$ cat config.mk
export PLATFORM = sky130hd
export DESIGN_NAME = store_unit
export DESIGN_NICKNAME = d
export VERILOG_FILES = /design/src/rtl/store_unit.sv
export SDC_FILE = /design/constraint.sdc
export NUM_CORES = 1
export LEC_CHECK = 0
export BUFFER_PORTS_ARGS = -buffer_cell sky130_fd_sc_hd__clkbuf_2
export CORE_UTILIZATION = 35
export CTS_BUF_LIST = sky130_fd_sc_hd__clkbuf_4 sky130_fd_sc_hd__clkbuf_8
export DETAILED_ROUTE_END_ITERATION = 7
export SYNTH_ARGS = -nofsm -noshare
export SYNTH_HDL_FRONTEND = slang
export SYNTH_SLANG_ARGS = --single-unit
export TNS_END_PERCENT = 50
$ cat constraint.sdc
create_clock -name clk -period 2 [get_ports clk]
set_input_delay 0.1 -clock clk [delete_from_list [all_inputs] [get_ports clk]]
set_output_delay 0.1 -clock clk [all_outputs]
set_load 0.02 [all_outputs]
$ cat src/rtl/store_unit.sv
// RV32I store sequencer: alignment check, lane shifting and a req/gnt/ack write
// handshake with an optional timeout. One store in flight; all outputs registered.
package store_unit_pkg;
    typedef enum logic [1:0] {
        sk_sb      = 2'd0,
        sk_sh      = 2'd1,
        sk_sw      = 2'd2,
        sk_invalid = 2'd3
    } store_kind_t;
endpackage

module store_unit
    import store_unit_pkg::*;
#(
    parameter int unsigned TIMEOUT_CYCLES = 255
) (
    input  logic        clk,
    input  logic        rst,
    input  logic        start,
    input  store_kind_t kind,
    input  logic [31:0] addr,
    input  logic [31:0] wdata,
    output logic        busy,
    output logic        done,
    output logic        err_misaligned,
    output logic        err_bus,
    output logic        mem_req,
    output logic [31:0] mem_addr,
    output logic [31:0] mem_wdata,
    output logic [3:0]  mem_be,
    input  logic        mem_gnt,
    input  logic        mem_ack,
    input  logic        mem_err
);

    localparam bit          TimeoutEn  = (TIMEOUT_CYCLES > 0);
    localparam int unsigned CntW       = TimeoutEn ? $clog2(TIMEOUT_CYCLES + 1) : 1;
    localparam int unsigned CntLastInt = TimeoutEn ? TIMEOUT_CYCLES - 1 : 0;
    localparam logic [CntW-1:0] CntLast = CntW'(CntLastInt);

    typedef enum logic [1:0] {StIdle, StReq, StWait, StDone} state_e;

    state_e            state_q, state_d;
    logic [CntW-1:0]   cnt_q, cnt_d;
    logic              busy_q, busy_d;
    logic              done_q, done_d;
    logic              err_mis_q, err_mis_d;
    logic              err_bus_q, err_bus_d;
    logic              mem_req_q, mem_req_d;
    logic [31:0]       mem_addr_q, mem_addr_d;
    logic [31:0]       mem_wdata_q, mem_wdata_d;
    logic [3:0]        mem_be_q, mem_be_d;

    logic [3:0]        be_new;
    logic [31:0]       wd_new;
    logic              bad_new;
    logic              timeout_hit;

    // Lane steering for the incoming store; invalid kinds fall through as faults.
    always_comb begin
        be_new  = 4'b0000;
        wd_new  = wdata;
        bad_new = 1'b1;
        case (kind)
            sk_sb: begin
                be_new  = 4'b0001 << addr[1:0];
                wd_new  = {4{wdata[7:0]}};
                bad_new = 1'b0;
            end
            sk_sh: begin
                be_new  = addr[1] ? 4'b1100 : 4'b0011;
                wd_new  = {2{wdata[15:0]}};
                bad_new = addr[0];
            end
            sk_sw: begin
                be_new  = 4'b1111;
                wd_new  = wdata;
                bad_new = (addr[1:0] != 2'b00);
            end
            default: ;
        endcase
    end

    assign timeout_hit = TimeoutEn && (cnt_q == CntLast);

    always_comb begin
        state_d     = state_q;
        cnt_d       = cnt_q;
        err_mis_d   = 1'b0;
        err_bus_d   = 1'b0;
        mem_req_d   = mem_req_q;
        mem_addr_d  = mem_addr_q;
        mem_wdata_d = mem_wdata_q;
        mem_be_d    = mem_be_q;
        // Advancing events (gnt/ack) are tested first so they win over the timeout.
        case (state_q)
            StIdle: begin
                if (start) begin
                    mem_addr_d  = {addr[31:2], 2'b00};
                    mem_wdata_d = wd_new;
                    mem_be_d    = be_new;
                    cnt_d       = '0;
                    if (bad_new) begin
                        state_d   = StDone;
                        err_mis_d = 1'b1;
                        mem_req_d = 1'b0;
                    end else begin
                        state_d   = StReq;
                        mem_req_d = 1'b1;
                    end
                end
            end
            StReq: begin
                if (TimeoutEn) cnt_d = cnt_q + CntW'(1);
                if (mem_gnt) begin
                    state_d   = StWait;
                    mem_req_d = 1'b0;
                end else if (timeout_hit) begin
                    state_d   = StDone;
                    err_bus_d = 1'b1;
                    mem_req_d = 1'b0;
                end
            end
            StWait: begin
                if (TimeoutEn) cnt_d = cnt_q + CntW'(1);
                if (mem_ack) begin
                    state_d   = StDone;
                    err_bus_d = mem_err;
                end else if (timeout_hit) begin
                    state_d   = StDone;
                    err_bus_d = 1'b1;
                end
            end
            default: state_d = StIdle;
        endcase
        busy_d = (state_d != StIdle);
        done_d = (state_d == StDone);
    end

    always_ff @(posedge clk) begin
        if (!rst) begin
            state_q     <= StIdle;
            cnt_q       <= '0;
            busy_q      <= 1'b0;
            done_q      <= 1'b0;
            err_mis_q   <= 1'b0;
            err_bus_q   <= 1'b0;
            mem_req_q   <= 1'b0;
            mem_addr_q  <= '0;
            mem_wdata_q <= '0;
            mem_be_q    <= 4'b0000;
        end else begin
            state_q     <= state_d;
            cnt_q       <= cnt_d;
            busy_q      <= busy_d;
            done_q      <= done_d;
            err_mis_q   <= err_mis_d;
            err_bus_q   <= err_bus_d;
            mem_req_q   <= mem_req_d;
            mem_addr_q  <= mem_addr_d;
            mem_wdata_q <= mem_wdata_d;
            mem_be_q    <= mem_be_d;
        end
    end

    assign busy           = busy_q;
    assign done           = done_q;
    assign err_misaligned = err_mis_q;
    assign err_bus        = err_bus_q;
    assign mem_req        = mem_req_q;
    assign mem_addr       = mem_addr_q;
    assign mem_wdata      = mem_wdata_q;
    assign mem_be         = mem_be_q;

endmodule

==> Word level (Yosys, flattened, before mapping) <==
Cells that the tools add are included.
{ "word_totals": {"out_inout_bits": 73, "ff_bits": 81, "wordCells": 53, "inputBits": 72} }
{ "op_classes": {"n_reduce_logical": 11, "addsub": 1, "n_eq_ne": 8, "n_mux": 22, "shift": 1} }
{ "ops": {"columns": ["op", "count"], "rows": [
  ["32-bit case mux with 2 select lines", 1],
  ["8-bit case mux with 2 select lines", 1],
  ["4-bit case mux with 3 select lines", 1],
  ["2-bit 2-to-1 mux", 5],
  ["8-bit by 1-bit adder with 8-bit output, second input constant", 1],
  ["8-bit equality test, second input constant", 1],
  ["1-bit 2-to-1 mux", 8],
  ["8-bit 2-to-1 mux", 1],
  ["2-bit nonzero test", 4],
  ["2-bit equality test, second input constant", 3],
  ["2-bit case mux with 3 select lines", 1],
  ["3-bit AND reduction", 2],
  ["2-bit by 1-bit equality test with 1-bit output, second input constant", 2],
  ["2-bit zero test", 2],
  ["4-bit 2-to-1 mux", 1],
  ["1-bit case mux with 2 select lines", 2],
  ["2-bit AND reduction", 2],
  ["1-bit by 2-bit << shifter with 4-bit output, first input constant", 1],
  ["3-bit inequality test, second input constant", 1],
  ["1-bit case mux with 3 select lines", 1],
  ["2-bit inequality test, second input constant", 1],
  ["2-bit OR reduction", 1]
]} }

==> Longest topological paths before layout <==
Gate-level depths: netlist of run 1.
{ "depth": {"depth_word": 6, "ltp_mapped": 7, "ltp_nobuf": 6} }

==> Least setup slack after synthesis of run 1 <==
OpenSTA, ideal clock, no wires.
{ "synth_path": {"path_kind": "register to register", "start": "reg state_q[0]", "end": "reg cnt_q[5]", "t_required_ns": 1.929, "setup_ns": 0.071, "arrival_time_ns": 1.779, "synth_period_minus_slack_ns": 1.850, "path_slack_ns": 0.150, "stages_incl_launch_ff": 7, "n_path_buf": 0, "cell_sequence": "dfxtp_1 inv_1 ha_1 nor2b_4 or4b_4 or3_1 a21oi_1"} }
{ "synth_between": {"elab_chain_len": 4, "word_cells_on_any_way": 8, "classes_between": "eq/ne: 3; mux: 1; reduce/logical: 4"} }
{ "synth_lines": {"columns": ["item", "line_no", "source"], "rows": [
  ["start, declared", "43", "state_e state_q, state_d;"],
  ["start signal, assigned", "142", "state_q <= StIdle;"],
  ["start signal, assigned", "153", "state_q <= state_d;"],
  ["2-bit equality test / 2-bit by 1-bit equality test with 1-bit output (equally long branches)", "96", "case (state_q)"],
  ["2-bit OR reduction (no source line)", null, null],
  ["2-bit nonzero test (no source line)", null, null],
  ["2-bit AND reduction (no source line)", null, null],
  ["end signal, assigned", "154", "cnt_q <= cnt_d;"],
  ["end, declared", "44", "logic [CntW-1:0] cnt_q, cnt_d;"]
]} }
Several ways; a longest one is shown, not always the timed one.
A chain may end at the register's enable or synchronous reset.

==> Final worst setup path of run 1 <==
{ "layout_path": {"start": "reg state_q[0]", "end": "reg cnt_q[7]"} }
Same word-level chain as after synthesis.

==> out/summary.txt, run 1 <==
Worst EP arrival: 2.17 ns
slew margin rel.: 58.3%
Hold Path Class: input port to register
distinct cell type count after synthesis: 39
# fillers: 997
DR pass1 iterations: 6
worst-margin pin slew: 0.623 ns
RSZ-0062 raised after global routing: false
Die W: 103 µm
worst-path fanout max: 8
vias: 3486
worst skew pair latency: 0.35 ns
synthesized area: 3570 µm²
CTS tree: done
max incr delay on CP: 0.54 ns
synthesized instance count: 424
HPWL Detailed: 6850 µm
Max IR drop VDD: 0.000478 V
initial antenna violation count: 0
Final TNS setup: 0 ns
initial DRC count: 67
largest area contributor in the netlist: dfxtp_1
share of layout cells above drive strength 1: 29.3%
Initial Util: 36.4%
core area: 9820 µm²
count leader, synth: nand2_1
average cell area after synthesis: 8.43 µm²
Worst Path Buf+Inv: 1
Antenna Cells: 0
Seq. cell area: 1620 µm²
Layout Utilization: 50.0%
list of most frequent post-synthesis cells: nand2_1 (123), dfxtp_1 (81), a21boi_1 (46)
ys flop type: dfxtp_1
Tot GR Track Use: 18.5%
fin. max-slew vios: 0
Final Net Count: 667
YS warnings: 0
WS Path Type: register to register
EDFF count, synth: 0
H-tree levels: 3
Leakage Power: 0.00235 µW
clk slew on worst S/H paths: 0.08 ns
global-route wire length before repair: 15000 µm
clock sink count: 81
Setup Skew: 0.00528 ns
WL final: 9780 µm
Num CTS Buffers: 9
DRC viols: 0
Die Height: 103 µm
IO Pins: 145
CP max-delay cell: or4b_4
status: completed
Yosys reg bits: 81
Max Freq: 529 MHz
Worst setup EP type: register
area grow syn2layout: 37.4%
period utilization: 94.5%
min Tclk post-route: 1.89 ns
Routed Antenna Nets: 0
CTS Buffer Depth: 2
die area: 10600 µm²
GPL Wtd Cong: 0.823
Top Family by Delay on Critical Path: simple AND/OR/NAND/NOR gates
P per Cell Area: 1050 nW/µm²
number of max-cap violations: 0
Startpoint Class: register
input/output buffers: 142
final hold vios: 0
routed len/inst: 13.5 µm
worst-path cell chain: inv_1, ha_1, nor2b_4, or4b_4, or3_1, a21oi_1
vias per cell: 4.80
Critical Path RT: 2.28 ns
vias in the first global route: 3194
ranking of synthesized cells by area: dfxtp_1 (45%), nand2_1 (13%), a21boi_1 (9.7%)
# rows: 36
grt total ovfl: 0
area used by multi-input combinational logic: 1820 µm²
post-synthesis async set-or-reset flop share: 0%
largest net degree at the start of global routing: 80
root buf cell: clkbuf_8
Synth top area share: 45.4%
Final setup viols: 0
sequential element share of the synthesized area: 45.4%
-- layer usage --
metal	part of all wire [%]	GRT usage (%)	vias up
li1	-	-	1759
met1	44	22.7	1602
met2	48	30.1	114
met3	6.7	6.31	11
met4	1.9	6.72	0
met5	0	0	-
-- path summary, 6_finish.rpt --
check | depth (start not counted) | slack, ns | end | startpoint
max | 6 | 0.11 | cnt_q[7]$_SDFFE_PN0P_ | state_q[0]$_SDFF_PN0_
min | 3 | 0.02 | mem_wdata[0]$_SDFFE_PN0P_ | wdata[0]
max reg2reg | 6 | 0.11 | cnt_q[7]$_SDFFE_PN0P_ | state_q[0]$_SDFF_PN0_
min reg2reg | 2 | 0.45 | mem_addr[7]$_SDFFE_PN0P_ | mem_addr[7]$_SDFFE_PN0P_
-- tightest hold or removal path, delay by kind of cell --
| kind | cells | cell delay (ns) |
|---|---|---|
| compound gates | 1 | 0.05 |
| simple gates | 1 | 0.06 |
| buf+inv | 1 | 0.11 |
-- cell usage in the layout, fill, tap and decap left out, types with 2 or more instances in the layout --
cell             n
a211oi_1         2
a21boi_0         3
a21boi_1        46
a21oi_1          8
a22oi_1          3
buf_12           2
buf_4            8
clkbuf_2       142
clkbuf_4         2
clkbuf_8         9
clkinv_2         3
conb_1           2
dfxtp_1         79
dfxtp_2          2
dlygate4sd3_1   30
ha_1             7
inv_1            4
mux2i_1         17
nand2_1        122
nand2b_1         5
nand3_1         11
nor2_1          10
nor2b_1          5
nor3_1           2
o211a_1         16
o21a_1           2
o21ai_0         26
o31ai_1          2
or3_1            4
xnor2_1          2
-- sequential cells by signal, indices dropped and copies added, names as in the netlist --
| name | count |
|---|---|
| mem_wdata | 32 |
| mem_addr | 30 |
| cnt_q | 8 |
| mem_be | 4 |
| state_q | 2 |
| busy | 1 |
| done | 1 |
| err_bus | 1 |
| err_misaligned | 1 |
| mem_req | 1 |
-- cells by family after synthesis --
logic type	after synthesis	synth area share (%)
AND/OR/NAND/NOR	169	20.5
AO/OA/AOI/OAI	113	22.4
flip-flops	81	45.4
buffers and inverters	34	3.85
multiplexers	17	4.76
adder cells (fa/ha/maj)	7	2.45
XOR/XNOR	2	0.490
other	1	0.105
-- power breakdown --
part	internal, µW	switching, µW
clock	477	599
sequential	1930	167
combinational	748	1210
-- cell type report --
cell class	count	share of cell area, %
multi-input cells	310	37.1
flip-flops and latches	81	33.1
clock inverters	5	0.637
clock buffers	11	2.83
well taps	133	3.39
repair buffers	182	22.6
inverters	4	0.306
-- what timing repair did --
item | 4_1_cts | 5_1_grt
setup buffers | 0 | 1
hold endpoints to repair | 30 | 0
hold buffers | 30 | 0
endpoints found under the setup margin | 0 | 2
gates resized for setup | 0 | 2
-- per-stage QoR --
step	setup slack (ns)	power (µW)	hold WS [ns]	cell area, µm²	cells
global placement	0.144	4010	0.322	4430	679
CTS	0.0357	5180	0.00666	4900	725
global route	0.00152	5490	0.00571	4910	726
finish	0.109	5130	0.0198	4910	726
detailed placement	0.0545	4050	0.330	4430	679
floorplan	0.150	3360	0.235	3580	425
Note: power is estimated with default switching activity, not from simulation.
==> inputs of run 2 (changes only) <==
==> constraint.sdc (replaced) <==
create_clock -name clk -period 2.2 [get_ports clk]
set_input_delay 0.11 -clock clk [delete_from_list [all_inputs] [get_ports clk]]
set_output_delay 0.11 -clock clk [all_outputs]
set_load 0.02 [all_outputs]
==> run 2 against run 1 <==
  * Register-to-register slack gained 0.06 ns
  * Total power shrank 8.4%
  * Cell count shrank 0.55%
  * First-iteration DRC count grew 70%
  * Routed wire length shrank 0.37%
  * Core utilization shrank 0.18 points
  * Critical path depth is the same
  * Fmax shrank 7.1%
  * Sequential power shrank 9%
  * Count of clock-buffer cells in the layout grew 1
  * Sequential cell count is the same
  * Largest cell class unchanged
==> out/summary.txt, run 2 (synthesis results as in run 1) <==
routed len/inst: 13.5 µm (+0.18%)
Tot GR Track Use: 18.3% (-0.17 points)
CTS tree: done
fin. max-slew vios: 0 (unchanged)
slew margin rel.: 56.5% (-1.8 points)
status: completed
worst-path cell chain: inv_1, ha_1, nor2b_4, or4b_4, or3_1, a21oi_1
Final setup viols: 0 (unchanged)
initial antenna violation count: 0 (unchanged)
die area: 10600 µm² (unchanged)
most common cell after layout, fill and taps aside: clkbuf_2
Seq. cell area: 1620 µm² (-0.15%)
hold path depth: 3 (unchanged)
met1 wire length: 4370 µm (+2.0%)
Antenna Cells: 0 (unchanged)
DRC viols: 0 (unchanged)
# fillers: 1006 (+0.90%)
cell internal pwr: 2900 µW (-8.2%)
area grow syn2layout: 36.9%
P_sw: 1810 µW (-8.6%)
final hold vios: 0 (unchanged)
r2r setup slk: 0.16 ns (+0.06 ns)
IO Pins: 145 (unchanged)
Reg power frac: 40.6% (-0.3 points)
hold_sp: wdata[6]
Hold Path Class: input port to register
number of max-cap violations: 0 (unchanged)
RSZ-0062 raised after global routing: false
met3 wire length: 722 µm (+11%)
Setup Skew: 0.00899 ns (+0.00371 ns)
root buf cell: clkbuf_8
worst-margin pin slew: 0.650 ns (+0.0264 ns)
P per Cell Area: 961 nW/µm² (-8.0%)
core area: 9820 µm² (unchanged)
Worst EP arrival: 2.32 ns (+0.15 ns)
initial DRC count: 114 (+70%)
max FFs per register: 32 (unchanged)
Max IR drop VDD: 0.000409 V (-14%)
Num CTS Buffers: 9 (unchanged)
Routed Antenna Nets: 0 (unchanged)
Leakage Power: 0.00234 µW (-0.53%)
Worst Path Buf+Inv: 1 (unchanged)
Comb power frac: 37.3% (-0.9 points)
r2r worst-path depth: 6 (unchanged)
RR Startpoint: state_q[0]$_SDFF_PN0_
period utilization: 92.5% (-2.0 points)
vias in the first global route: 3085 (-3.4%)
largest net degree at the start of global routing: 52 (-35%)
share of layout cells above drive strength 1: 28.5% (-0.82 points)
Worst setup EP type: register
max incr delay on CP: 0.54 ns (about the same)
vias: 3437 (-1.4%)
Startpoint Class: register
worst min-delay path endpoint: mem_wdata[6]$_SDFFE_PN0P_
CP max-delay cell: or4b_4
worst skew pair latency: 0.35 ns (about the same)
Clock Power Share: 22.1% (+1.1 points)
area used by multi-input combinational logic: 1820 µm² (unchanged)
worst-path fanout max: 8 (unchanged)
CTS Buffer Depth: 2 (unchanged)
GPL Wtd Cong: 0.833 (+1.2%)
HPWL Detailed: 6800 µm (-0.74%)
metal2 WL: 4460 µm (-4.0%)
Switching Fraction: 38.4% (-0.095 points)
H-tree levels: 3 (unchanged)
WL final: 9740 µm (-0.37%)
DR pass1 iterations: 5 (-1)
Final TNS setup: 0 ns (unchanged)
min Tclk post-route: 2.04 ns (+0.145 ns)
most frequent cells in the layout: clkbuf_2 (142), nand2_1 (122), dfxtp_1 (81), a21boi_1 (46), dlygate4sd3_1 (30)
WS Path Type: register to register
vias per cell: 4.76 (-0.86%)
Die Height: 103 µm (unchanged)
Die W: 103 µm (unchanged)
Top Family by Delay on Critical Path: simple AND/OR/NAND/NOR gates
Max Freq: 491 MHz (-7.1%)
input/output buffers: 142 (unchanged)
Final Net Count: 663 (-0.60%)
Layout Utilization: 49.8% (-0.18 points)
Top Layer Used: met4
Critical Path RT: 2.48 ns (+0.20 ns)
# rows: 36 (unchanged)
grt total ovfl: 0 (unchanged)
clk slew on worst S/H paths: 0.08 ns (about the same)
global-route wire length before repair: 14800 µm (-1.5%)
FF-to-FF End: cnt_q[5]$_SDFFE_PN0P_
clock sink count: 81 (unchanged)
Initial Util: 36.4% (unchanged)
==> run 2: layout make-up <==
cell class              instances  share of cell area, %
clock inverters                 4                  0.537
well taps                     133                   3.40
repair buffers                178                   22.1
clock buffers                  12                   3.25
flip-flops and latches         81                   33.2
inverters                       4                  0.307
multi-input cells             310                   37.2
==> run 2: power by group through the flow <==
stage	combinational, µW	sequential (µW)	clock [µW]
global placement	1700	1930	0
detailed placement	1720	1940	0
floorplan	820	2240	0
global route	1940	1940	1140
CTS	1770	1910	1080
finish	1760	1910	1040
==> run 2: what timing repair did <==
item / CTS / global route
hold buffers: 30 / 0
hold endpoints to repair: 30 / 0
gates resized for setup: 0 / 0
buffers inserted: 0 / 0
setup endpoints to repair: 0 / 0
==> run 2: how the worst max path moves through the flow <==
stage               cells after the start  slack, ns                     to                  start
finish                                  6       0.16  cnt_q[5]$_SDFFE_PN0P_  state_q[0]$_SDFF_PN0_
global route                            6       0.06  cnt_q[7]$_SDFFE_PN0P_  state_q[0]$_SDFF_PN0_
CTS                                     6       0.16  cnt_q[5]$_SDFFE_PN0P_  state_q[0]$_SDFF_PN0_
detailed placement                      6       0.17  cnt_q[5]$_SDFFE_PN0P_  state_q[0]$_SDFF_PN0_
global placement                        6       0.27  cnt_q[7]$_SDFFE_PN0P_  state_q[0]$_SDFF_PN0_
floorplan                               6       0.35  cnt_q[5]$_SDFFE_PN0P_  state_q[0]$_SDFF_PN0_
==> run 2: worst reg2reg max path: stages (launching register included) <==
cell and delay [ns]:
dfxtp_1 0.39, inv_1 0.12, ha_1 0.28, nor2b_4 0.18, or4b_4 0.54, or3_1 0.32, a21oi_1 0.14
==> run 2: stage by stage <==
step                worst slack [ns]  std cells  total power, µW  instance area, µm²  hold slack (ns)
floorplan                      0.350        425             3060                3580            0.245
global placement               0.270        676             3630                4410            0.332
detailed placement             0.173        676             3670                4410            0.338
CTS                            0.165        722             4760                4890          0.00369
global route                  0.0586        722             5020                4890           0.0160
finish                         0.165        722             4700                4890           0.0222
==> run 2: per-layer routing <==
layer	global-route usage, %	vias to the layer above
li1	-	1758
met1	22.2	1558
met2	29.1	109
met3	7.25	12
met4	7.04	0
met5	0	-
==> inputs of run 3 (changes only) <==
--- a/config.mk
+++ b/config.mk
@@ -9,6 +9,7 @@
 export CORE_UTILIZATION = 35
 export CTS_BUF_LIST = sky130_fd_sc_hd__clkbuf_4 sky130_fd_sc_hd__clkbuf_8
 export DETAILED_ROUTE_END_ITERATION = 7
+export PLACE_DENSITY = 0.61
 export SYNTH_ARGS = -nofsm -noshare
 export SYNTH_HDL_FRONTEND = slang
 export SYNTH_SLANG_ARGS = --single-unit
==> constraint.sdc (replaced) <==
create_clock -name clk -period 2.5 [get_ports clk]
set_input_delay 0.125 -clock clk [delete_from_list [all_inputs] [get_ports clk]]
set_output_delay 0.125 -clock clk [all_outputs]
set_load 0.02 [all_outputs]
==> run 3 against run 2 <==
  * Critical path depth stayed put
  * Count of clock-buffer cells in the layout is 1 lower
  * Non-clock buffer count is 1 higher
  * Via count stayed put
  * Die area stayed put
  * Fmax is 0.21% lower
  * Register-to-register slack better by 0.30 ns
  * Hold slack better by 0.00083 ns
  * Cell count stayed put
  * Critical endpoint unchanged
  * Clock skew is 0.0022 ns lower
  * Core utilization is 0.19 points higher
  * Sequential cell count stayed put
==> out/summary.txt, run 3 (synthesis results as in run 1) <==
Setup Skew: 0.00682 ns (-0.00217 ns)
Die Height: 103 µm (unchanged)
Tot GR Track Use: 19.1% (+0.79 points)
max FFs per register: 32 (unchanged)
r2r worst-path depth: 6 (unchanged)
Leakage Power: 0.00235 µW (+0.38%)
final hold vios: 0 (unchanged)
DR pass1 iterations: 4 (-1)
slew margin rel.: 49.6% (-6.9 points)
Layout Utilization: 50.0% (+0.19 points)
vias per cell: 4.76 (unchanged)
area grow syn2layout: 37.4%
fin. max-slew vios: 0 (unchanged)
HPWL Detailed: 7120 µm (+4.6%)
min Tclk post-route: 2.04 ns (+0.00433 ns)
Max IR drop VDD: 0.000416 V (+1.7%)
root buf cell: clkbuf_8
largest net degree at the start of global routing: 50 (-3.8%)
Final TNS setup: 0 ns (unchanged)
Critical path origin: state_q[0]$_SDFF_PN0_
Antenna Cells: 0 (unchanged)
area of placed instances: 4390 µm² (-0.40%)
worst-margin pin slew: 0.749 ns (+0.0992 ns)
status: completed
Num CTS Buffers: 9 (unchanged)
area used by multi-input combinational logic: 1820 µm² (unchanged)
Worst Path Buf+Inv: 1 (unchanged)
CP max-delay cell: or4b_4
r2r setup slk: 0.46 ns (+0.30 ns)
# fillers: 1012 (+0.60%)
GPL Wtd Cong: 0.872 (+4.7%)
Hold Path Class: input port to register
Worst EP arrival: 2.33 ns (about the same)
CTS tree: done
WL final: 10200 µm (+4.3%)
vias: 3437 (unchanged)
Routed Antenna Nets: 0 (unchanged)
Seq. cell area: 1620 µm² (unchanged)
Top Family by Delay on Critical Path: simple AND/OR/NAND/NOR gates
Worst setup EP type: register
die area: 10600 µm² (unchanged)
clk slew on worst S/H paths: 0.08 ns (about the same)
initial DRC count: 88 (-23%)
worst-path fanout max: 8 (unchanged)
FF-to-FF End: cnt_q[5]$_SDFFE_PN0P_
Final setup viols: 0 (unchanged)
Initial Util: 36.4% (unchanged)
Final Cell Area: 4910 µm² (+0.38%)
Max Freq: 490 MHz (-0.21%)
Final Net Count: 664 (+0.15%)
worst skew pair latency: 0.36 ns (about the same)
grt total ovfl: 0 (unchanged)
P per Cell Area: 873 nW/µm² (-9.2%)
number of max-cap violations: 0 (unchanged)
period utilization: 81.6% (-11 points)
share of layout cells above drive strength 1: 28.5% (unchanged)
most common cell after layout, fill and taps aside: clkbuf_2
DRC viols: 0 (unchanged)
max incr delay on CP: 0.55 ns (about the same)
cell depth of the worst setup path: 6 (unchanged)
clock sink count: 81 (unchanged)
core area: 9820 µm² (unchanged)
routed len/inst: 14.1 µm (+4.3%)
H-tree levels: 3 (unchanged)
RSZ-0062 raised after global routing: false
WS Path Type: register to register
# rows: 36 (unchanged)
Die W: 103 µm (unchanged)
worst setup path end: cnt_q[5]$_SDFFE_PN0P_
RR Startpoint: state_q[0]$_SDFF_PN0_
Startpoint Class: register
input/output buffers: 142 (unchanged)
Critical Path RT: 2.79 ns (+0.31 ns)
initial antenna violation count: 0 (unchanged)
worst-path cell chain: inv_1, ha_1, nor2b_4, or4b_4, or3_1, a21oi_1
global-route wire length before repair: 15500 µm (+4.7%)
CTS Buffer Depth: 2 (unchanged)
vias in the first global route: 3296 (+6.8%)
most frequent cells in the layout: clkbuf_2 (142), nand2_1 (122), dfxtp_1 (81), a21boi_1 (46), dlygate4sd3_1 (30)
IO Pins: 145 (unchanged)
[run 3: cell count changes in the layout (fill, tap and decap cells not counted)]
cell,delta
bufinv_16,+2
buf_4,+3
buf_12,-2
clkbuf_8,-1
clkinv_2,-2
[run 3: what timing repair did]
action                                 in CTS  in global routing
resized for setup                           0                  0
hold buffers                               30                  0
endpoints found under the hold margin      30                  0
buffers inserted                            0                  0
[run 3: stage by stage]
step                power [µW]  hold slack (ns)  instances  setup WS, ns
floorplan                 2690            0.260        425         0.650
global placement          3160            0.347        677         0.581
detailed placement        3200            0.354        677         0.477
CTS                       4310          0.00740        722         0.466
global route              4540           0.0428        722         0.335
finish                    4280           0.0230        722         0.461
[run 3: worst min path at each step]
stage / slack, ns / cells after the start / to / from
after floorplan: 0.26 / 2 / mem_addr[10]$_SDFFE_PN0P_ / addr[10]
after global placement: 0.35 / 3 / mem_addr[8]$_SDFFE_PN0P_ / addr[8]
after detailed placement: 0.35 / 3 / mem_addr[10]$_SDFFE_PN0P_ / addr[10]
after CTS: 0.007 / 3 / mem_wdata[0]$_SDFFE_PN0P_ / wdata[0]
after global routing: 0.04 / 3 / mem_wdata[1]$_SDFFE_PN0P_ / wdata[1]
final: 0.02 / 3 / mem_wdata[0]$_SDFFE_PN0P_ / wdata[0]
[run 3: power by group]
| part | switching (µW) | internal, µW | leakage [µW] |
|---|---|---|---|
| combinational | 961 | 550 | 0.00157 |
| clock | 483 | 599 | 0.000109 |
| sequential | 150 | 1540 | 0.000664 |
| total | 1590 | 2690 | 0.00235 |
[run 3: layout make-up]
type                    count  area share [%]
flip-flops and latches     81            33.0
inverters                   4           0.306
clock buffers              11            2.96
multi-input cells         310            37.1
well taps                 133            3.39
repair buffers            179            21.7
clock inverters             4            1.55
[run 3: metal layers]
layer | part of all wire (%) | up-vias | track usage, %
li1 | - | 1757 | -
met1 | 44 | 1560 | 23.1
met2 | 46 | 105 | 30.7
met3 | 7.4 | 15 | 6.64
met4 | 1.8 | 0 | 8.45
met5 | 0 | - | 0
[run 3: worst min-delay path: stages]
cell and delay [ns]:
clkbuf_2 0.11, nand2_1 0.06, a21boi_1 0.05
